==> config.mk <==
export PLATFORM = sky130hd
export DESIGN_NAME = mult_div_unit
export DESIGN_NICKNAME = d
export VERILOG_FILES = /design/src/rtl/mult_div_unit.sv
export SDC_FILE = /design/constraint.sdc
export NUM_CORES = 1
export LEC_CHECK = 0
export BUFFER_PORTS_ARGS = -buffer_cell sky130_fd_sc_hd__buf_2
export CAP_MARGIN = 10
export CELL_PAD_IN_SITES_DETAIL_PLACEMENT = 0
export CELL_PAD_IN_SITES_GLOBAL_PLACEMENT = 1
export CORE_ASPECT_RATIO = 1.4
export CORE_MARGIN = 1.5
export CORE_UTILIZATION = 48
export DETAILED_ROUTE_END_ITERATION = 8
export GPL_ROUTABILITY_DRIVEN = 0
export PLACE_DENSITY = 0.83
export SETUP_SLACK_MARGIN = 0.1
export SYNTH_ARGS = -nofsm -noshare
export SYNTH_HDL_FRONTEND = slang
export SYNTH_SLANG_ARGS = --single-unit
==> constraint.sdc <==
create_clock -name clk -period 9.26 [get_ports clk]
set_input_delay 0.463 -clock clk [delete_from_list [all_inputs] [get_ports clk]]
set_output_delay 0.463 -clock clk [all_outputs]
set_load 0.02 [all_outputs]
==> src/rtl/mult_div_unit.sv <==
// Iterative HI/LO multiply/divide unit: shift-add multiply and restoring divide,
// one bit per clock over WIDTH cycles, with MTHI/MTLO write port.
module mult_div_unit #(
   parameter int WIDTH = 32
) (
   input  logic             clk,
   input  logic             rst_n,
   input  logic             start,
   input  logic [1:0]       op,
   input  logic [WIDTH-1:0] rs_data,
   input  logic [WIDTH-1:0] rt_data,
   input  logic             hi_we,
   input  logic             lo_we,
   input  logic [WIDTH-1:0] wdata,
   output logic             busy,
   output logic             done,
   output logic [WIDTH-1:0] hi,
   output logic [WIDTH-1:0] lo
);

   localparam int CW = $clog2(WIDTH + 1);

   typedef enum logic {IDLE, CALC} stateT;

   stateT              state;
   logic               isDiv;
   logic               prodSign;
   logic               quotSign;
   logic               remSign;
   logic [WIDTH-1:0]   aMag;
   logic [WIDTH-1:0]   bMag;
   logic [2*WIDTH-1:0] acc;
   logic [WIDTH-1:0]   rem;
   logic [WIDTH-1:0]   quot;
   logic [CW-1:0]      count;

   logic               isSigned;
   logic               signA;
   logic               signB;
   logic [WIDTH-1:0]   aIn;
   logic [WIDTH-1:0]   bIn;
   logic [WIDTH:0]     mulSum;
   logic [2*WIDTH-1:0] accNext;
   logic [WIDTH:0]     remShift;
   logic [WIDTH:0]     remDiff;
   logic [WIDTH-1:0]   remNext;
   logic [WIDTH-1:0]   quotNext;
   logic [2*WIDTH-1:0] prodFinal;
   logic [WIDTH-1:0]   quotFinal;
   logic [WIDTH-1:0]   remFinal;
   logic               lastStep;

   always_comb begin
      isSigned = ~op[0];
      signA    = isSigned & rs_data[WIDTH-1];
      signB    = isSigned & rt_data[WIDTH-1];
      aIn      = signA ? -rs_data : rs_data;
      bIn      = signB ? -rt_data : rt_data;

      // Multiply: add multiplicand into the upper half when the current LSB is set, then shift right.
      mulSum   = {1'b0, acc[2*WIDTH-1:WIDTH]} + (acc[0] ? {1'b0, aMag} : '0);
      accNext  = {mulSum, acc[WIDTH-1:1]};

      // Divide: a negative trial difference means restore, so the shifted value is kept.
      remShift = {rem, quot[WIDTH-1]};
      remDiff  = remShift - {1'b0, bMag};
      if (remDiff[WIDTH]) begin
         remNext  = remShift[WIDTH-1:0];
         quotNext = {quot[WIDTH-2:0], 1'b0};
      end else begin
         remNext  = remDiff[WIDTH-1:0];
         quotNext = {quot[WIDTH-2:0], 1'b1};
      end

      prodFinal = prodSign ? -accNext : accNext;
      quotFinal = quotSign ? -quotNext : quotNext;
      remFinal  = remSign ? -remNext : remNext;
      lastStep  = (count == CW'(WIDTH - 1));
   end

   always_ff @(posedge clk or negedge rst_n) begin
      if (!rst_n) begin
         state    <= IDLE;
         isDiv    <= 1'b0;
         prodSign <= 1'b0;
         quotSign <= 1'b0;
         remSign  <= 1'b0;
         aMag     <= '0;
         bMag     <= '0;
         acc      <= '0;
         rem      <= '0;
         quot     <= '0;
         count    <= '0;
         busy     <= 1'b0;
         done     <= 1'b0;
         hi       <= '0;
         lo       <= '0;
      end else begin
         done <= 1'b0;
         case (state)
            IDLE: begin
               if (start) begin
                  state    <= CALC;
                  isDiv    <= op[1];
                  prodSign <= signA ^ signB;
                  quotSign <= signA ^ signB;
                  remSign  <= signA;
                  aMag     <= aIn;
                  bMag     <= bIn;
                  acc      <= {{WIDTH{1'b0}}, bIn};
                  rem      <= '0;
                  quot     <= aIn;
                  count    <= '0;
                  busy     <= 1'b1;
               end else begin
                  if (hi_we) hi <= wdata;
                  if (lo_we) lo <= wdata;
               end
            end
            CALC: begin
               acc   <= accNext;
               rem   <= remNext;
               quot  <= quotNext;
               count <= count + CW'(1);
               if (lastStep) begin
                  state <= IDLE;
                  busy  <= 1'b0;
                  done  <= 1'b1;
                  if (isDiv) begin
                     hi <= remFinal;
                     lo <= quotFinal;
                  end else begin
                     hi <= prodFinal[2*WIDTH-1:WIDTH];
                     lo <= prodFinal[WIDTH-1:0];
                  end
               end
            end
            default: state <= IDLE;
         endcase
      end
   end

endmodule

Yosys cells after proc, flatten, opt, wreduce, memory -nomap -nowiden
Index checks and enable logic that the tools add are counted.
- bits in registers: 268
- latch bits: 0
- memory bits (read-only): 0
- memory bits (writable): 0
- memories kept: 0
- input port bits: 103
- div/mod/pow operators: 0
- order comparisons: 0
- multipliers: 0
- muxes and demuxes: 34
- bitwise logic cells: 5
- add/sub/neg operators: 8
- reductions and logical operators: 4
- equal/unequal tests: 6
- shift operators: 0
- operator list (kind ; count):
    two-way mux 32 bit ; 16
    case mux 32 bit (2 select lines) ; 4
    two-way mux 64 bit ; 2
    negator 32 bit ; 4
    case mux 64 bit (2 select lines) ; 1
    negator 64 bit ; 1
    adder 32 x 32 -> 33 bit ; 1
    subtractor 33 x 32 -> 33 bit ; 1
    case mux 6 bit (2 select lines) ; 1
    != test 2 bit, second input constant ; 4
    two-way mux 1 bit ; 7
    adder 6 x 1 -> 6 bit, second input constant ; 1
    == test 6 x 5 -> 1 bit, second input constant ; 1
    two-way mux 6 bit ; 1
    AND reduction 3 bit ; 2
    case mux 1 bit (2 select lines) ; 2
    AND reduction 2 bit ; 2
    AND 1 bit ; 2
    != test 2 x 1 -> 1 bit, second input constant ; 1
    inverter 1 bit ; 2
    bitwise XOR 1 bit ; 1

Logic depth before layout (Yosys ltp)
Gate-level depths: netlist (run 1).
- word-level depth: 7
- gate-level depth with buffers: 25

Worst setup path before layout (run 1)
Ideal clock, no wire load.
- kind: reg2reg
- from: register rem[21]
- to: register hi[28]
- cell stages (with the launch flop): 22
- library setup time: 77 ps
- data arrival time: 5001 ps
- setup slack: 4182 ps
- path through: dfrtp_1 ha_1 clkbuf_1 nand4_1 or4_1 a2111oi_0 o31a_1 nor2_1 inv_2 clkbuf_1 clkbuf_1 nor2_1 a21oi_1 ha_1 inv_1 or4_1 nor3_1 a21oi_1 o41ai_1 xnor2_1 mux2i_1 a21oi_1
- word-level cells in the longest chain between the ends: 7
- ends and longest elaborated chain (item ; line ; RTL):
    start, declared ; 33 ; logic [WIDTH-1:0] rem;
    start signal, assigned ; 122 ; rem <= remNext;
    subtractor 33 x 32 -> 33 bit ; 66 ; remDiff = remShift - {1'b0, bMag};
    two-way mux 32 bit * ; 67 ; if (remDiff[WIDTH]) begin
    negator 32 bit ; 77 ; remFinal = remSign ? -remNext : remNext;
    two-way mux 32 bit * ; 77 ;
    two-way mux 32 bit * ; 129 ; if (isDiv) begin
    two-way mux 32 bit * ; 125 ; if (lastStep) begin
    case mux 32 bit (2 select lines) * ; 100 ; case (state)
    end signal, assigned ; 116 ; if (hi_we) hi <= wdata;
    end signal, assigned ; 130 ; hi <= remFinal;
    end signal, assigned ; 133 ; hi <= prodFinal[2*WIDTH-1:WIDTH];
    end, declared ; 17 ; output logic [WIDTH-1:0] hi,
Every way passes the cells marked *; elsewhere a longest branch is shown, timed or not. The select of a mux whose other input is x is not followed.
A chain may end at the register's enable or synchronous reset.

Worst setup path in the final report (run 1)
- from: register rem[20]
- to: register hi[28]
Same word-level chain as after synthesis.

==> results of run 1 <==
## through the flow
step	cells	hold WS, ns	instance area [um^2]
detailed placement	3167	0.461	21700
global placement	3167	0.451	21700
CTS	3222	0.0945	22700
finish	3223	0.118	22700
global route	3222	0.115	22700
floorplan	2596	0.167	20500
## critical path, stage by stage (launching register included)
cell and delay (ns):
dfrtp_1 0.43, ha_1 0.46, a21oi_1 0.29, o221ai_1 0.16, a221oi_1 0.54, nor2_1 0.11
nor4_1 0.92, nor2_4 0.03, inv_2 0.20, mux2i_1 0.31, ha_1 0.25, inv_1 0.10
or4_1 0.57, nor3_1 0.15, a21oi_1 0.12, o41ai_1 0.49, xnor2_1 0.21, mux2i_1 0.11
a21oi_1 0.15
## registers in the layout (all words and copies together), names as in the netlist
signal and flops:
quot 32, busy 1, state 1, count 6, isDiv 1, quotSign 1
lo 32, rem 32, acc 64, bMag 32, remSign 1, hi 32
done 1, aMag 32
## path summary, 6_finish.rpt
check	start	to	slack (ns)	cells after the start
max reg2reg	rem[20]	hi[28]	3.58	18
max	rem[20]	hi[28]	3.58	18
min reg2reg	lo[0]	lo[0]	0.47	2
min	op[1]	isDiv	0.12	2
min in group asynchronous	rst_n	acc[56]	0.48	2
max in group asynchronous	rst_n	quotSign	7.19	3
## kinds of logic (layout without fill, tap and decap cells)
group                    count (synthesis)  after routing
AND/OR/NAND/NOR                        910            910
adder cells (fa/ha/maj)                 72             72
AO/OA/AOI/OAI                          856            856
multiplexers                            47             47
other                                    0              1
flip-flops                             268            268
buffers and inverters                  227            307
XOR/XNOR                               216            216
## what timing repair did
item	CTS	global route
hold buffers	1	0
endpoints found under the hold margin	100	0
gates resized for setup	0	0
buffers inserted	0	0
## cells in the final DEF, fill, tap and decap left out, types with 31 or more instances in the layout
| cell | instances |
|---|---|
| a21oi_1 | 205 |
| nand2_1 | 352 |
| nand3_1 | 34 |
| mux2i_1 | 39 |
| dfrtp_1 | 265 |
| nor3_1 | 49 |
| a22o_1 | 31 |
| nor2_1 | 217 |
| and2_1 | 41 |
| inv_1 | 58 |
| o21ai_0 | 313 |
| o31ai_1 | 43 |
| buf_2 | 167 |
| ha_1 | 70 |
| xor2_1 | 89 |
| clkbuf_16 | 31 |
| xnor2_1 | 127 |
## area by class of cell
class	instances	area, um^2	area share, %
Antenna cell	1	2.50	0.0110
Inverter	62	233	1.02
Tap cell	546	683	3.01
Clock buffer	36	825	3.63
Sequential cell	268	6720	29.5
Multi-Input combinational cell	2101	13000	57.2
Clock inverter	18	235	1.03
Timing Repair Buffer	191	1040	4.57
## per-layer routing
layer / wire length [um] / global-route usage (%) / part of all wire [%] / vias to the layer above
li1: - / - / - / 9464
met5: 0 / 0 / 0 / -
met3: 4160 / 3.65 / 5.5 / 244
met1: 29200 / 40.7 / 38 / 9534
met4: 6970 / 27.1 / 9.2 / 0
met2: 35800 / 56.8 / 47 / 808
==> metrics.txt, run 1 <==
total of max-cap violations=0; starting density of the core=48.6%; Ys Warns=0; CTS tree=done; status=finished clean; total CTS buffers=30; Final Hold Viols=0; CP startpoint kind=flop; Vias=20100; Total Die Area=44000 um^2; drt drc=0; CTS sink cnt=approximately 270; clock buffer depth=3; largest family of logic cells by synthesized area=compound AO/OA/AOI/OAI gates; final net count=approximately 2800; post-DP HPWL=58000 um; Seq/Total Area, Yosys=around a third; DR vias/cell=between 6 and 7; DR iter-0 viols=1632; largest net degree at the start of global routing=169; Wirelength per Cell=23.6 um; RSZ-0062 raised after global routing=no; Post-Synthesis Cell Area=20500 um^2; Worst Setup Slack, final=3.58 ns; WS Path Type=flop to flop; Post-synth EDFFs=0; syn_area_per_cell=7.91 um^2; Final Util=53.9%; # H-tree levels=1; share of cells above drive strength 1=11.3%; Syn Nets=between 2000 and 3000; core footprint=roughly 42000 um^2; most common flop cell mapped by yosys=dfrtp_1; TNS Setup=0 ns; Clock Skews=0.0235 ns; Post-Synth XOR/XNOR Area=9.22%; Synth cell types=88; Tcrit/Tclk final=between 60 and 70%; CP required=9.78 ns; synth top area cells=dfrtp_1, o21ai_0, nand2_1; Commonest cells post-synth=nand2_1, o21ai_0, dfrtp_1; Gate Count Post-Synth=2596; Slew HR=27.3%; Final setup viols=0; total routed wirelength=76100 um; clock latency at the later pin of the worst-skew pair=0.60 ns; number of I/O port buffers=approximately 170; Synth Area in Compound Gates=26.0%; Filler cells=between 4000 and 5000; CTS root buf=clkbuf_16; Setup crit end kind=flop; Yosys top cell by area=dfrtp_1; area delta synth->final=10.7%; Simple-Gate Fraction of Synth Area=between 20% and 30%; Routed Antenna Nets=0; grt ovf=0; Placement Rows=89; Post-Synth Adder-Cell Area=4.46%; CP arrival=around 6.2 ns; I/O Pins=169; total track usage=between 30% and 40%; pre-CTS setup slack=about 3.8 ns; initial antenna violation count=1; fin crit period=around 5.7 ns; first-pass GRT wire length=114000 um; fmax=about 0.18 GHz; post-synthesis mux area share=2.40%; top-count cell post-synth=nand2_1; ys async rst share=100%; Max Slew Vio Count=0; worst hold path class=primary input to flop; Synth Register Bits=268; first drt pass iteration count=8; worst-margin pin slew=1.08 ns; Die X=178 um; crit-path max FO=13; Reg clk slew, reported paths=0.07 ns; vias in the first global route=19100; post-synth top area share=32.7%; die height=248 um
Power of run 1 is not shown: default switching activity piles up to over one toggle a cycle in this logic, so the estimate is an artifact.
==> run 2: changes to the inputs <==
--- a/config.mk
+++ b/config.mk
@@ -11,10 +11,10 @@
 export CELL_PAD_IN_SITES_GLOBAL_PLACEMENT = 1
 export CORE_ASPECT_RATIO = 1.4
 export CORE_MARGIN = 1.5
-export CORE_UTILIZATION = 48
+export CORE_UTILIZATION = 42
 export DETAILED_ROUTE_END_ITERATION = 8
 export GPL_ROUTABILITY_DRIVEN = 0
-export PLACE_DENSITY = 0.83
+export PLACE_DENSITY = 0.77
 export SETUP_SLACK_MARGIN = 0.1
 export SYNTH_ARGS = -nofsm -noshare
 export SYNTH_HDL_FRONTEND = slang
==> constraint.sdc (replaced) <==
create_clock -name clk -period 4.6 [get_ports clk]
set_input_delay 0.23 -clock clk [delete_from_list [all_inputs] [get_ports clk]]
set_output_delay 0.23 -clock clk [all_outputs]
set_load 0.02 [all_outputs]
==> run 2 against run 1 <==
Fmax rose by 29%. Sequential share of layout area fell by 2.1 points. Critical path depth rose by 3. Utilization fell by 3.0 points.
==> metrics.txt, run 2 (synthesis results as in run 1) <==
status=finished clean; Top reg by flops=acc; fmax=0.227 GHz; post-DP HPWL=~61000 um; Max Slew Vio Count=0; CTS root buf=clkbuf_16; RSZ-0062 raised after global routing=yes; drt drc=0; clock buffer depth=3; # H-tree levels=1; PD cells=approximately 990 nW/um^2; total of max-cap violations=0; Routed Antenna Nets=0; R2R Path Start=quot[31]; WS Path Type=flop to flop; RR Endpoint=hi[28]; most frequent cells in the layout=nand2_1, o21ai_0, dfrtp_1; Inserted Diodes=0; area delta synth->final=19.3%; Clock Skews=0.0126 ns; Placement Rows=95; worst hold path class=primary input to flop; largest net degree at the start of global routing=110; fin crit period=4.41 ns; Setup crit end kind=flop; R2R Setup Slk=0.19 ns; core footprint=about 48000 um^2; Max VDD drop=approximately 0.54 mV; Wirelength per Cell=about 23 um; starting density of the core=between 40% and 50%; LEAKAGE=0.0106 uW; clock latency at the later pin of the worst-skew pair=slightly below 0.6 ns; I/O Pins=~170; vias in the first global route=around 20000; Design Power=24200 uW; CP startpoint kind=flop; most common cell after layout, fill and taps aside=nand2_1; CTS sink cnt=268; Worst Setup EP=hi[28]; worst-path cell chain=inv_1 -> ha_1 -> inv_1 -> fa_2 -> a211oi_2 -> o211ai_1 -> nand2_2 -> a2111oi_4 -> o31a_1 -> nor2_4 -> clkinv_4 -> mux2i_4 -> ha_2 -> inv_1 -> or4_4 -> nor3_2 -> a21oi_2 -> o41ai_2 -> xnor2_1 -> mux2i_1 -> a21oi_1; Slew HR=between 30% and 40%; worst-margin pin slew=1.03 ns; final net count=2984; DR vias/cell=between 6 and 7; slowest stage delay, CP=~0.54 ns; number of flip-flops under the largest register name=64; CP required=5.12 ns; Crit-path slowest cell=or4_4; Inst Count DP=3370; CP most frequent cell=inv_1; Worst R2R Path Depth=21; Total Die Area=50200 um^2; first-pass GRT wire length=120000 um; CTS tree=done; total track usage=a little over 30%; first drt pass iteration count=5; DR iter-0 viols=between 1000 and 1500; total CTS buffers=29; Filler cells=about 4700; share of cells above drive strength 1=18.2%; CP arrival=4.93 ns; Tcrit/Tclk final=between 90% and 100%; Final setup viols=0; Vias=roughly 21000; grt ovf=0; Die X=190 um; initial antenna violation count=2; total routed wirelength=79900 um; Crit. Startpoint=quot[31]; number of I/O port buffers=around 170; die height=265 um; final cell count without fillers=3461; worst hold start=wdata[4]; crit-path max FO=5; Final Hold Viols=0; Reg clk slew, reported paths=~0.070 ns
[run 2: what timing repair did]
action,CTS,global route
gates resized for setup,20,73
hold buffers,20,0
hold endpoints to repair,126,0
buffers inserted,3,15
pin swaps,6,35
setup endpoints to repair,15,23
[run 2: layout make-up]
class | instances | area (um^2) | area share, %
multi-input combinational | 2101 | 13500 | 55.0
sequential | 268 | 6720 | 27.4
timing repair buffer | 347 | 2290 | 9.35
tap | 630 | 788 | 3.22
clock buffer | 34 | 764 | 3.12
inverter | 62 | 238 | 0.971
clock inverter | 19 | 229 | 0.935
[run 2: worst min-delay path by stage]
stage / end / slack (ns) / depth (start not counted)
after floorplan: aMag[0] / -0.07 / 0
after global placement: lo[1] / 0.37 / 1
after detailed placement: acc[3] / 0.39 / 1
after CTS: hi[18] / 0.0003 / 3
after global routing: hi[18] / 0.01 / 3
final: hi[4] / 0.02 / 3
[run 2: report_power, final]
group	total (uW)	internal [uW]	switching, uW	leakage (uW)
clock network	2550	1470	1090	0.000494
logic	16700	6790	9880	0.00682
registers	4960	3560	1400	0.00329
[run 2: worst max-delay path: cells and delay by family (launching register included)]
family	cells	cell delay [ns]
flops	1	0.39
compound gates	7	1.43
mux	2	0.30
fa+ha+maj	3	0.72
xor+xnor	1	0.16
simple gates	4	1.01
buf+inv	4	0.31
[run 2: metrics by stage]
step,cell area [um^2],TNS (ns),util (%),hold slack [ns],setup WS [ns]
finish,24500,0,50.9,0.0167,0.190
global placement,22700,-0.0307,47.2,0.368,-0.0307
detailed placement,22700,-0.258,47.2,0.391,-0.0937
CTS,24000,0,49.9,0.000316,0.102
global route,24500,-0.00935,50.9,0.0125,-0.00935
floorplan,20600,0,-,-0.0656,0.142
[run 2: routing by layer]
| metal | vias up | share of wire [%] | GRT usage, % |
|---|---|---|---|
| li1 | 9763 | - | - |
| met1 | 10100 | 39 | 37.4 |
| met2 | 834 | 48 | 52.4 |
| met3 | 218 | 5.5 | 2.94 |
| met4 | 2 | 8.1 | 21.6 |
| met5 | - | 0.014 | 0 |
(Power assumes the default switching activity.)
==> run 3: changes to the inputs <==
--- a/config.mk
+++ b/config.mk
@@ -11,10 +11,11 @@
 export CELL_PAD_IN_SITES_GLOBAL_PLACEMENT = 1
 export CORE_ASPECT_RATIO = 1.4
 export CORE_MARGIN = 1.5
-export CORE_UTILIZATION = 42
+export CORE_UTILIZATION = 46
+export CTS_CLUSTER_SIZE = 25
 export DETAILED_ROUTE_END_ITERATION = 8
 export GPL_ROUTABILITY_DRIVEN = 0
-export PLACE_DENSITY = 0.77
+export PLACE_DENSITY = 0.8
 export SETUP_SLACK_MARGIN = 0.1
 export SYNTH_ARGS = -nofsm -noshare
 export SYNTH_HDL_FRONTEND = slang
==> constraint.sdc (replaced) <==
create_clock -name clk -period 4.25 [get_ports clk]
set_input_delay 0.2125 -clock clk [delete_from_list [all_inputs] [get_ports clk]]
set_output_delay 0.2125 -clock clk [all_outputs]
set_load 0.02 [all_outputs]
==> run 3 against run 2 <==
The run now ends with negative setup slack left. Fmax grew 2.7%. Utilization grew 8.2 points. Sequential cell count is the same. Non-clock buffer count grew 160. Highest routed layer unchanged.
==> metrics.txt, run 3 (synthesis results as in run 1) <==
CTS sink cnt=268; most common cell after layout, fill and taps aside=nand2_1; Total Die Area=45900 um^2; Placement Rows=between 90 and 100; core footprint=44100 um^2; worst hold start=rs_data[5]; fin crit period=4.30 ns; most frequent cells in the layout=nand2_1, o21ai_0, buf_4; CP top delay family=compound AO/OA/AOI/OAI gates; Die X=roughly 180 um; Crit-path slowest cell=or4_4; failing checks=negative setup slack; Setup crit end kind=flop; CP most frequent cell=buf_4; Final Hold Viols=0; WP depth=17; Clock Skews=0.0151 ns; Reg clk slew, reported paths=roughly 0.060 ns; fmax=0.233 GHz; Vias=21500; Tcrit/Tclk final=101%; Inst Count DP=3434; first-pass GRT wire length=123000 um; share of cells above drive strength 1=23.0%; DR iter-0 viols=1833; I/O Pins=~170; CP startpoint kind=flop; # H-tree levels=1; grt ovf=0; vias in the first global route=20900; Max Slew Vio Count=0; number of I/O port buffers=between 150 and 200; crit-path max FO=6; total CTS buffers=30; clock latency at the later pin of the worst-skew pair=~0.6 ns; drt drc=0; Slew HR=27.2%; R2R Path Start=acc[0]; worst hold path class=primary input to flop; Worst Setup Slack, final=-0.0452 ns; total of max-cap violations=0; initial antenna violation count=1; worst path bufs/invs=2; worst-margin pin slew=1.09 ns; Wirelength per Cell=22.9 um; total routed wirelength=just over 80000 um; R2R Setup Slk=-0.05 ns; CTS tree=done; Crit. Startpoint=acc[0]; die height=253 um; CTS root buf=clkbuf_16; RR Endpoint=hi[31]; RSZ-0062 raised after global routing=yes; area delta synth->final=26.8%; final cell count without fillers=about 3600; WS Path Type=flop to flop; post-DP HPWL=61700 um; final net count=3145; DR vias/cell=slightly above 6; slowest stage delay, CP=0.53 ns; Filler cells=around 4100; worst-path cell chain=and2_4 -> ha_4 -> fa_2 -> a21o_1 -> a221o_1 -> nand4_1 -> a311oi_2 -> buf_4 -> a211o_1 -> o21bai_1 -> a21oi_2 -> or4_4 -> nor4_4 -> buf_4 -> mux2i_2 -> o22ai_1 -> a311oi_1; clock buffer depth=3; total track usage=35.0%; number of flip-flops under the largest register name=64; Top reg by flops=acc; Worst R2R Path Depth=17; status=complete, but fails checks; Worst Setup EP=hi[31]; CP arrival=approximately 4.8 ns; largest net degree at the start of global routing=170; starting density of the core=46.6%; CP required=4.76 ns; Final setup viols=2; first drt pass iteration count=6; Routed Antenna Nets=0
-- run 3: worst min path at each step --
stage	to	slack, ns	depth (start not counted)
after detailed placement	acc[55]	0.37	1
after global placement	acc[55]	0.36	1
after global routing	lo[30]	0.01	3
final	aMag[5]	0.01	3
after floorplan	aMag[0]	-0.08	0
after CTS	lo[30]	0.002	3
-- run 3: cell type report --
| cell class | instances | area [um^2] | area share [%] |
|---|---|---|---|
| multi-input cells | 2101 | 13800 | 53.0 |
| repair buffers | 507 | 3580 | 13.8 |
| clock buffers | 42 | 866 | 3.33 |
| well taps | 558 | 698 | 2.68 |
| inverters | 62 | 235 | 0.904 |
| clock inverters | 11 | 126 | 0.486 |
| diodes | 2 | 5.00 | 0.0192 |
| flip-flops and latches | 268 | 6720 | 25.8 |
-- run 3: tightest hold or removal path, cell delays in order --
cell and delay [ns]:
buf_2 0.10, xnor2_1 0.15, o21ai_0 0.09
-- run 3: routing by layer --
metal,vias to the layer above,wire length [um],track usage (%)
li1,10100,-,-
met1,10300,30800,40.9
met2,848,38600,58.8
met3,265,3980,2.76
met4,2,7830,28.8
met5,-,16,0
-- run 3: repair_timing --
action	CTS	global route
setup buffers	3	10
hold buffers	48	0
endpoints found under the hold margin	175	0
gates resized for setup	45	105
pin swaps	19	40
setup endpoints to repair	15	38
-- run 3: metrics by stage --
step / utilization, % / hold slack [ns] / TNS, ns / cell area (um^2) / worst slack, ns
2_1_floorplan: - / -0.0831 / -0.0648 / 20700 / -0.0633
3_3_place_gp: 53.8 / 0.363 / -0.0538 / 23700 / -0.0538
3_5_place_dp: 53.8 / 0.365 / -0.565 / 23700 / -0.153
4_1_cts: 57.7 / 0.00247 / -0.00684 / 25400 / -0.00384
5_1_grt: 59.1 / 0.0126 / -0.839 / 26000 / -0.191
6_report: 59.1 / 0.00964 / -0.0495 / 26000 / -0.0452
Power of run 3 is left out for the same reason.
